==> src/rtl/vga_sync_decoder.sv <==
// Receive-side VGA timing recovery: synchronises hsync/vsync/blank, rebuilds the x/y position,
// measures line and frame length and declares lock once the timing matches the expected mode.
module vga_sync_decoder #(
    parameter int CNT_W       = 10,
    parameter int EXP_H_TOTAL = 264,
    parameter int EXP_V_TOTAL = 628,
    parameter int LOCK_FRAMES = 3,
    parameter int SYNC_POL    = 1
) (
    input  logic             clk,
    input  logic             reset_n,
    input  logic             hsync_in,
    input  logic             vsync_in,
    input  logic             blank_in,
    output logic [CNT_W-1:0] x_pos,
    output logic [CNT_W-1:0] y_pos,
    output logic             active,
    output logic [CNT_W-1:0] line_len,
    output logic [CNT_W-1:0] frame_lines,
    output logic             line_start,
    output logic             frame_start,
    output logic             locked,
    output logic             h_err,
    output logic             v_err
);

    localparam logic [CNT_W-1:0] CNT_MAX = '1;
    localparam logic [CNT_W-1:0] EXP_H   = CNT_W'(EXP_H_TOTAL);
    localparam logic [CNT_W-1:0] EXP_V   = CNT_W'(EXP_V_TOTAL);
    localparam logic [3:0]       LOCK_N  = 4'(LOCK_FRAMES);
    localparam logic             INV     = (SYNC_POL == 0);
    // Synchroniser reset value is the idle line level, so no false edge follows reset.
    localparam logic [2:0]       SYNC_RST = {1'b1, INV, INV};

    typedef enum logic [1:0] {SEARCH, ACQUIRE, LOCKED} state_t;

    // {blank, vsync, hsync} through the 2-FF synchroniser
    logic [2:0]       sync1_q, sync1_d;
    logic [2:0]       sync2_q, sync2_d;
    logic             h_dly_q, h_dly_d;
    logic             v_dly_q, v_dly_d;
    logic             h_norm, v_norm, h_rise, v_rise;

    logic [CNT_W-1:0] x_pos_q, x_pos_d;
    logic [CNT_W-1:0] y_pos_q, y_pos_d;
    logic [CNT_W-1:0] line_len_q, line_len_d;
    logic [CNT_W-1:0] frame_lines_q, frame_lines_d;
    logic             line_start_q, line_start_d;
    logic             frame_start_q, frame_start_d;
    logic             active_q, active_d;
    logic             line_ok_q, line_ok_d;
    logic             first_q, first_d;
    logic             line_fail, frame_good, timeout;

    state_t           state_q;
    logic [3:0]       good_cnt_q;
    logic             locked_q, h_err_q, v_err_q;

    always_comb begin
        sync1_d = {blank_in, vsync_in, hsync_in};
        sync2_d = sync1_q;
        h_norm  = sync2_q[0] ^ INV;
        v_norm  = sync2_q[1] ^ INV;
        h_dly_d = h_norm;
        v_dly_d = v_norm;
        h_rise  = h_norm & ~h_dly_q;
        v_rise  = v_norm & ~v_dly_q;

        line_start_d  = h_rise;
        frame_start_d = v_rise;
        active_d      = ~sync2_q[2];

        x_pos_d    = x_pos_q;
        line_len_d = line_len_q;
        if (h_rise) begin
            line_len_d = (x_pos_q == CNT_MAX) ? CNT_MAX : x_pos_q + 1'b1;
            x_pos_d    = '0;
        end else if (x_pos_q != CNT_MAX) begin
            x_pos_d = x_pos_q + 1'b1;
        end

        // A line edge coincident with the frame edge closes the old frame.
        y_pos_d       = y_pos_q;
        frame_lines_d = frame_lines_q;
        if (v_rise) begin
            frame_lines_d = (h_rise && y_pos_q != CNT_MAX) ? y_pos_q + 1'b1 : y_pos_q;
            y_pos_d       = '0;
        end else if (h_rise && y_pos_q != CNT_MAX) begin
            y_pos_d = y_pos_q + 1'b1;
        end

        // The first line measured after a frame edge may be partial, so it is not judged.
        line_fail = line_start_q && !first_q && (line_len_q != EXP_H);
        line_ok_d = line_ok_q;
        first_d   = first_q;
        if (frame_start_q) begin
            line_ok_d = 1'b1;
            first_d   = 1'b1;
        end else begin
            if (line_fail)    line_ok_d = 1'b0;
            if (line_start_q) first_d   = 1'b0;
        end

        frame_good = (frame_lines_q == EXP_V) && line_ok_q && !line_fail;
        timeout    = (x_pos_q == CNT_MAX);
    end

    always_ff @(posedge clk or negedge reset_n) begin
        if (!reset_n) begin
            sync1_q       <= SYNC_RST;
            sync2_q       <= SYNC_RST;
            h_dly_q       <= 1'b0;
            v_dly_q       <= 1'b0;
            x_pos_q       <= '0;
            y_pos_q       <= '0;
            line_len_q    <= '0;
            frame_lines_q <= '0;
            line_start_q  <= 1'b0;
            frame_start_q <= 1'b0;
            active_q      <= 1'b0;
            line_ok_q     <= 1'b0;
            first_q       <= 1'b0;
        end else begin
            sync1_q       <= sync1_d;
            sync2_q       <= sync2_d;
            h_dly_q       <= h_dly_d;
            v_dly_q       <= v_dly_d;
            x_pos_q       <= x_pos_d;
            y_pos_q       <= y_pos_d;
            line_len_q    <= line_len_d;
            frame_lines_q <= frame_lines_d;
            line_start_q  <= line_start_d;
            frame_start_q <= frame_start_d;
            active_q      <= active_d;
            line_ok_q     <= line_ok_d;
            first_q       <= first_d;
        end
    end

    // Lock FSM; the error pulses default low every cycle so they never stretch.
    always_ff @(posedge clk or negedge reset_n) begin
        if (!reset_n) begin
            state_q    <= SEARCH;
            good_cnt_q <= '0;
            locked_q   <= 1'b0;
            h_err_q    <= 1'b0;
            v_err_q    <= 1'b0;
        end else begin
            h_err_q <= 1'b0;
            v_err_q <= 1'b0;
            if (timeout) begin
                state_q  <= SEARCH;
                locked_q <= 1'b0;
            end else begin
                case (state_q)
                    SEARCH: begin
                        if (frame_start_q) begin
                            state_q    <= ACQUIRE;
                            good_cnt_q <= '0;
                        end
                    end
                    ACQUIRE: begin
                        if (frame_start_q) begin
                            if (!frame_good) begin
                                good_cnt_q <= '0;
                            end else if (good_cnt_q + 4'd1 >= LOCK_N) begin
                                good_cnt_q <= LOCK_N;
                                state_q    <= LOCKED;
                                locked_q   <= 1'b1;
                            end else begin
                                good_cnt_q <= good_cnt_q + 4'd1;
                            end
                        end
                    end
                    LOCKED: begin
                        if ((line_start_q && line_len_q != EXP_H) ||
                            (frame_start_q && frame_lines_q != EXP_V)) begin
                            h_err_q  <= line_start_q && (line_len_q != EXP_H);
                            v_err_q  <= frame_start_q && (frame_lines_q != EXP_V);
                            locked_q <= 1'b0;
                            state_q  <= SEARCH;
                        end
                    end
                    default: begin
                        state_q  <= SEARCH;
                        locked_q <= 1'b0;
                    end
                endcase
            end
        end
    end

    assign x_pos       = x_pos_q;
    assign y_pos       = y_pos_q;
    assign active      = active_q;
    assign line_len    = line_len_q;
    assign frame_lines = frame_lines_q;
    assign line_start  = line_start_q;
    assign frame_start = frame_start_q;
    assign locked      = locked_q;
    assign h_err       = h_err_q;
    assign v_err       = v_err_q;

endmodule
==> config.mk <==
export PLATFORM = sky130hd
export DESIGN_NAME = vga_sync_decoder
export DESIGN_NICKNAME = d
export VERILOG_FILES = /design/src/rtl/vga_sync_decoder.sv
export SDC_FILE = /design/constraint.sdc
export NUM_CORES = 1
export LEC_CHECK = 0
export CAP_MARGIN = 20
export CORE_AREA = 5 5 74 83
export CTS_BUF_LIST = sky130_fd_sc_hd__clkbuf_16
export DETAILED_ROUTE_END_ITERATION = 8
export DIE_AREA = 0 0 79 88
export PLACE_DENSITY_LB_ADDON = 0.1
export SLEW_MARGIN = 15
export SYNTH_ARGS = -nofsm -noshare
export SYNTH_HDL_FRONTEND = slang
export SYNTH_SLANG_ARGS = --single-unit
==> constraint.sdc <==
create_clock -name clk -period 2.3 [get_ports clk]
set_clock_uncertainty 0.15 [all_clocks]
set_input_delay 0.46 -clock clk [delete_from_list [all_inputs] [get_ports clk]]
set_output_delay 0.46 -clock clk [all_outputs]
set_load 0.05 [all_outputs]
; ---- Word level (Yosys, flattened, before mapping)
; Cells that the tools add are included.
[totals]
ff_bits = 62
latch_bits = 0
mem_count = 0
in_bits = 5
romBits = 0
out_inout_bits = 46
mem_bits_rw = 0
elab_cells = 95
[op_classes]
reduce_logical = 18
div_mod_pow = 0
shift = 0
mux = 33
eq_ne = 16
multipliers = 0
n_bitwise = 6
magnitude_cmp = 1
addsub = 3
[ops]
columns = operator, n
row1 = 10-bit two-way mux, 5
row2 = "10-bit != test, second input constant", 3
row3 = "10-bit by 1-bit adder with 10-bit output, second input constant", 2
row4 = "10-bit equality test, second input constant", 2
row5 = 4-bit two-way mux, 4
row6 = 1-bit two-way mux, 15
row7 = "3-bit != test, second input constant", 5
row8 = 2-bit two-way mux, 6
row9 = "10-bit by 9-bit != test with 1-bit output, second input constant", 1
row10 = 5-bit AND reduction, 2
row11 = 4-bit one-hot mux with 2 select lines, 1
row12 = 2-bit nonzero test, 4
row13 = 1-bit logical AND, 7
row14 = "2-bit != test, second input constant", 3
row15 = 2-bit one-hot mux with 3 select lines, 1
row16 = "4-bit by 1-bit adder with 4-bit output, second input constant", 1
row17 = "4-bit by 2-bit greater-or-equal comparator with 1-bit output, second input constant", 1
row18 = 1-bit inverter, 4
row19 = 4-bit AND reduction, 1
row20 = 1-bit one-hot mux with 3 select lines, 1
row21 = 1-bit AND, 2
row22 = "2-bit by 1-bit equality test with 1-bit output, second input constant", 1
row23 = "2-bit equality test, second input constant", 1
row24 = 1-bit logical NOT, 2
row25 = other kinds (2), 2

; ---- Logic depth before layout (Yosys ltp)
; Gate-level depths: netlist (run 1).
[depth]
word_depth = 9
mapped_depth = 7
depth_no_buf = 6

; ---- Least setup slack after synthesis (run 1)
; OpenSTA, ideal clock, no wires.
[synth_path]
path_type = reg2reg
startpoint = register y_pos_q[0], in the netlist y_pos[0]
endpoint = register frame_lines_q[4], in the netlist frame_lines[4]
path_stages_with_launch = 7
required_time_ps = 2067
period_less_slack_ps = 2257
setup_time_ps = 83
path_slack_ps = 43
n_path_buf = 0
t_arrival_ps = 2025
path_cell_list = dfrtp_1 ha_1 and4_1 a31oi_1 nand4_1 xor2_1 o21ai_0
[synth_between]
elab_chain_len = 3
word_cells_on_any_way = 4
cone_classes = add/sub (1) / eq/ne (1) / mux (1) / reduce/logical (1)
[synth_rtl]
columns = element, line_no
row1 = from (decl), 45  ; logic [CNT_W-1:0] y_pos_q, y_pos_d;
row2 = from (signal assigned), 129  ; y_pos_q <= y_pos_d;
row3 = branches (longest 2 deep; another with 10-bit by 1-bit adder with 10-bit output), -
row4 = 10-bit two-way mux (*), 86  ; frame_lines_d = (h_rise && y_pos_q != CNT_MAX) ? y_pos_q + 1'b1 : y_pos_q;
row5 = to (signal assigned), 131  ; frame_lines_q <= frame_lines_d;
row6 = to (decl), 47  ; logic [CNT_W-1:0] frame_lines_q, frame_lines_d;
; Every way passes the cells marked *.
; A chain may end at the register's enable or synchronous reset.

; ---- Worst setup path in the final report (run 1)
[layout_path]
startpoint = register y_pos_q[5], in the netlist y_pos[5]
endpoint = output y_pos[5]
[layout_lines]
columns = element, line_no
row1 = to (decl), 16  ; output logic [CNT_W-1:0] y_pos,
; No word-level cell between the ends.

==> run metrics, run 1 <==
antenna violations before repair 0; Ys Warns 0; I/O Buffers 50; worst slew pin tran 0.536 ns; Hold WC Path Type register to register; MaxCap Viol Count 0; number of global-route vias before repair 1928; Hold Fails Final Rpt 0; complex-gate fraction of the synthesized area 9.87%; root buf cell clkbuf_16; Synth Area in Adders 1.94%; critical-path cell list clkdlybuf4s50_1; leading cell type in the layout, fill and taps excluded dfrtp_1; Period minus WS final 2.23 ns; #FFs+latches synth 62; Async SR Flop Fraction 100%; Worst path top cell family by delay buffers and inverters; sequential share of power 39.7%; DP HPWL 3860 um; switching part of the total power 30.6%; CTS tree done; n_diodes 0; Mapped Nets 245; fillers 408; total global routing overflow 0; DRC 0; Slew Limit Fails 0; final setup vio count 0; RePlAce Congestion 0.826; Avg Inst Size Synth 10.9 um2; top cells by area, synth dfrtp_1 58%, nor2_1 4.5%, o21ai_0 4.3%; Pleak 1.54 nW; WS Path Type register to output port; Worst-path clk slew 0.05 ns; PostCTS Resize Cnt 0; die height 88 um; CORE AREA 5220 um2; clock power share 39.3%; Final Cycle Share 96.8%; worst path required time 1.69 ns; Sw Pwr 0.000980 W; total routed wirelength 5540 um; Cell Int Power 0.00222 W; Total Neg Setup Slack 0 ns; ys flop type dfrtp_1; worst-path fanout max 6; initial core utilization 49.3%; Skew-Pair Late Insertion Delay 0.32 ns; synth unique cells 36; post-synth top area share 58.3%; vias per cell 5.28; peak supply drop 0.839 mV; Rel. slew slack 64.2%; Comb pwr share 20.9%; critical path launch point type register; xor/xnor share of the synthesized area 4.76%; fmax 0.449 GHz; nets@finish 304; Min Hold Slack 0.201 ns; highest-count cells in the layout ignoring fill and taps 60 x dfrtp_1, 49 x clkdlybuf4s50_1, 31 x nor2_1, 27 x nand2_1, 22 x o21ai_0; CP endpoint kind output port; GRT Util Overall 18.2%; slowest stage delay, CP 0.85 ns; cell count after synthesis 236; Routed WL per cell 15.4 um; simple-gate share of the synthesized area 19.6%; RSZ-0062 raised after global routing false; main combinational cell family by area after synthesis simple AND/OR/NAND/NOR gates; # rows 28; cts bufs inserted 9; share of layout cells above drive strength 1 8.33%; largest net degree at the start of global routing 63; first-pass GRT wire length 9540 um; worst path bufs/invs 1; post-synthesis mux area share 1.56%; Post-DRT Antenna Nets 0; number of synthesized flops with an enable pin 0; full die area 6950 um2; CTS max path bufs 2; CTS sink count 62; status completed; area leader, netlist dfrtp_1; Area Overhead vs Synth 34.1%; Initial DRT Pass Iterations 4; DRT iter0 DRCs 109; # IOs 51; post-synthesis sequential area ratio 60.4%; via count 1901; data arrival time of the worst path 1.62 ns; chip width 79 um; Cell Area, Synth 2570 um2; PwrDens 928 nW/um2; H-tree depth 3; CP max stage cell clkdlybuf4s50_1
==> metrics by stage <==
step | utilization [%] | std cells | cell area (um2) | setup slack [ns] | power [W]
3_3_place_gp | 60.5 | 343 | 3160 | 0.247 | 0.00196
6_report | 66.1 | 360 | 3450 | 0.0735 | 0.00320
5_1_grt | 66.1 | 360 | 3450 | 0.0163 | 0.00335
2_1_floorplan | - | 236 | 2570 | 0.0425 | 0.00170
4_1_cts | 66.1 | 360 | 3450 | 0.0642 | 0.00324
3_5_place_dp | 60.5 | 343 | 3160 | 0.168 | 0.00196
==> registers in the layout, indices dropped and copies added (netlist names) <==
name / count
frame_lines: 10
line_len: 10
x_pos: 10
y_pos: 10
good_cnt_q: 4
sync1_q: 3
sync2_q: 3
state_q: 2
active: 1
first_q: 1
frame_start: 1
h_dly_q: 1
h_err: 1
line_ok_q: 1
line_start: 1
locked: 1
v_dly_q: 1
v_err: 1
==> what timing repair did <==
item                                    4_1_cts  5_1_grt
hold endpoints to repair                     19        0
hold buffers                                  1        0
endpoints found under the setup margin        0        0
setup buffers                                 0        0
==> cells in the mapped netlist, types with 2 or more instances <==
master,n
xor2_1,9
mux2i_1,4
nand2_1,27
a21o_1,2
and3_1,4
ha_1,4
a31oi_1,6
xnor2_1,5
nand3_1,7
clkbuf_1,7
dfrtp_1,60
o21ai_0,22
nand4_1,4
inv_1,5
dfstp_2,2
nor2_1,31
nand2b_1,8
a21oi_1,5
and4_1,4
and2_1,4
==> layout make-up <==
class                           instances  area (um2)  area share [%]
Clock buffer                            9         225            6.52
Clock inverter                          7        56.3            1.63
Inverter                                6        22.5           0.652
Multi-Input combinational cell        161         971            28.1
Sequential cell                        62        1550            45.0
Tap cell                               60        75.1            2.17
Timing Repair Buffer                   55         548            15.9
==> metal layers <==
layer / track usage (%) / share of wire (%)
met2: 28.9 / 48
met1: 22.9 / 44
met5: 0 / 0
met4: 7.34 / 2.1
met3: 6.48 / 5.4
==> power by group through the flow <==
stage	Combinational, W	Sequential, W	Clock, W
finish	0.000670	0.00127	0.00126
floorplan	0.000136	0.00157	0
detailed placement	0.000674	0.00129	0
global placement	0.000673	0.00128	0
global route	0.000719	0.00129	0.00135
CTS	0.000679	0.00127	0.00129
==> cells by family (layout without fill, tap and decap cells) <==
kind of cell / after synthesis / in the layout
simple gates: 99 / 99
flops: 62 / 62
compound gates: 40 / 40
xor+xnor: 14 / 14
buf+inv: 13 / 77
fa+ha+maj: 4 / 4
mux: 4 / 4
==> final timing paths <==
| kind | start | endpoint | slack, ns | cells after the start |
|---|---|---|---|---|
| hold reg to reg | sync1_q[1] | sync2_q[1] | 0.20 | 0 |
| min in group asynchronous | reset_n | sync2_q[0] | 0.53 | 3 |
| hold / removal | sync1_q[1] | sync2_q[1] | 0.20 | 0 |
| setup / recovery | y_pos[5] | y_pos[5] | 0.07 | 1 |
| setup reg to reg | line_len[1] | locked | 0.16 | 5 |
| max in group asynchronous | reset_n | sync2_q[2] | 1.18 | 3 |
No activity file was read; power rests on OpenSTA's default activity.
==> run 2, diff against run 1 <==
CORE_AREA = 5 5 72 80   (was 5 5 74 83)
CTS_CLUSTER_SIZE = 20   (was not set)
DIE_AREA = 0 0 77 85   (was 0 0 79 88)
DONT_BUFFER_PORTS = 1   (was not set)
==> run metrics, run 2 (synthesized netlist as in run 1, its figures left out) <==
reg2reg end locked; CTS tree done; RePlAce Congestion 0.816 (-1.2%); R2R depth 5 (unchanged); status completed; multi-input logic area 971 um2 (unchanged); R2R Path Start line_len[1]; initial core utilization 52.5% (+3.2 points); postcts setup bufs 0 (unchanged); total global routing overflow 0 (unchanged); total routed wirelength 5430 um (-1.9%); worst path required time 2.40 ns (+0.71 ns); Worst Setup SP line_len[1]; GRT Util Overall 18.2% (about the same); RSZ-0062 raised after global routing false; Hold WC Path Type input port to register; critical path launch point type register; chip width 77 um (-2.5%); antenna violations before repair 0 (unchanged); Min Hold Slack 0.0264 ns (-0.175 ns); Pleak 1.55 nW (+0.92%); full die area 6550 um2 (-5.9%); CTS max path bufs 2 (unchanged); Rel. slew slack 59.3% (-4.8 points); r2r setup slk 0.19 ns (+0.03 ns); fmax 0.474 GHz (+5.4%); leading cell type in the layout, fill and taps excluded dfrtp_1; total power 0.00302 W (-5.8%); root buf cell clkbuf_16; WS Path Type register to register; first-pass GRT wire length 9400 um (-1.4%); vias per cell 5.30 (+0.29%); Post-DRT Antenna Nets 0 (unchanged); MaxCap Viol Count 0 (unchanged); Area Overhead vs Synth 25.0%; largest net degree at the start of global routing 63 (unchanged); Worst Setup EP locked; PwrDens 939 nW/um2 (+1.1%); DRC 0 (unchanged); Total Neg Setup Slack 0 ns (unchanged); nets@finish 292 (-3.9%); CTS sink count 62 (unchanged); # rows 27 (-3.6%); Final Cycle Share 91.8% (-5.0 points); via count 1827 (-3.9%); worst-path fanout max 5 (-1); worst slew pin tran 0.610 ns (+0.0743 ns); Initial DRT Pass Iterations 4 (unchanged); number of global-route vias before repair 1907 (-1.1%); Routed WL per cell 15.7 um (+2.3%); Skew-Pair Late Insertion Delay 0.31 ns (about the same); CORE AREA 4900 um2 (-6.2%); final setup vio count 0 (unchanged); peak supply drop 0.696 mV (-17%); Slew Limit Fails 0 (unchanged); cts bufs inserted 9 (unchanged); DRT iter0 DRCs 70 (-36%); Seq. cell area 1550 um2 (unchanged); DP HPWL 3840 um (-0.51%); n_diodes 0 (unchanged); H-tree depth 3 (unchanged); Period minus WS final 2.11 ns (-0.115 ns); CP endpoint kind register; Worst-path clk slew 0.05 ns (about the same); data arrival time of the worst path 2.21 ns (+0.59 ns); highest-count cells in the layout ignoring fill and taps 60 x dfrtp_1, 40 x buf_4, 31 x nor2_1, 27 x nand2_1, 22 x o21ai_0; die height 85 um (-3.4%); I/O Buffers 0 (-100%); Hold Fails Final Rpt 0 (unchanged); share of layout cells above drive strength 1 20.2% (+12 points); # IOs 51 (unchanged); fillers 392 (-3.9%)
==> run 2: repair_timing <==
action                                 CTS  global route
endpoints found under the hold margin   63             0
hold buffers                             3             0
resized for setup                        0             0
==> run 2: critical path, cell delays in order (launching register included) <==
cell and delay (ns):
dfrtp_1 0.37, or4b_4 0.55, o41ai_4 0.41, o2111a_2 0.26, and3_4 0.19, o21a_1 0.11
==> run 2: through the flow <==
step / instances / utilization [%] / setup WS (ns) / area (um2)
floorplan: 236 / - / 0.0425 / 2570
global placement: 327 / 59.6 / 0.242 / 2920
detailed placement: 327 / 59.6 / 0.211 / 2920
CTS: 345 / 65.7 / 0.179 / 3220
global route: 345 / 65.7 / 0.0742 / 3220
finish: 345 / 65.7 / 0.188 / 3220
==> run 2: layer usage <==
layer | GRT usage (%) | part of all wire, % | vias to the layer above
met5 | 0 | 0 | -
met2 | 29.4 | 50 | 46
met1 | 22.2 | 42 | 871
li1 | - | - | 904
met4 | 5.63 | 0.74 | 0
met3 | 7.75 | 6.6 | 6
==> run 2: how the worst min path moves through the flow <==
stage	to	slack (ns)	cells after the start	startpoint
2_1_floorplan	active	0.01	0	reset_n
3_3_place_gp	x_pos[7]	0.02	0	reset_n
3_5_place_dp	x_pos[5]	0.02	0	reset_n
4_1_cts	sync1_q[0]	0.01	0	hsync_in
5_1_grt	sync1_q[1]	0.002	0	vsync_in
6_report	sync1_q[1]	0.03	0	vsync_in
==> run 2: final cells by class <==
class                   instances  share of cell area [%]
well taps                      58                    2.26
repair buffers                 43                    10.8
clock buffers                   9                    7.00
multi-input cells             161                    30.2
clock inverters                 6                   0.739
inverters                       6                   0.700
flip-flops and latches         62                    48.3
==> run 2: power by group <==
group          switching [W]  internal, W
Combinational       0.000472     0.000184
Clock               0.000418     0.000698
Sequential         0.0000600      0.00119
Total               0.000950      0.00207
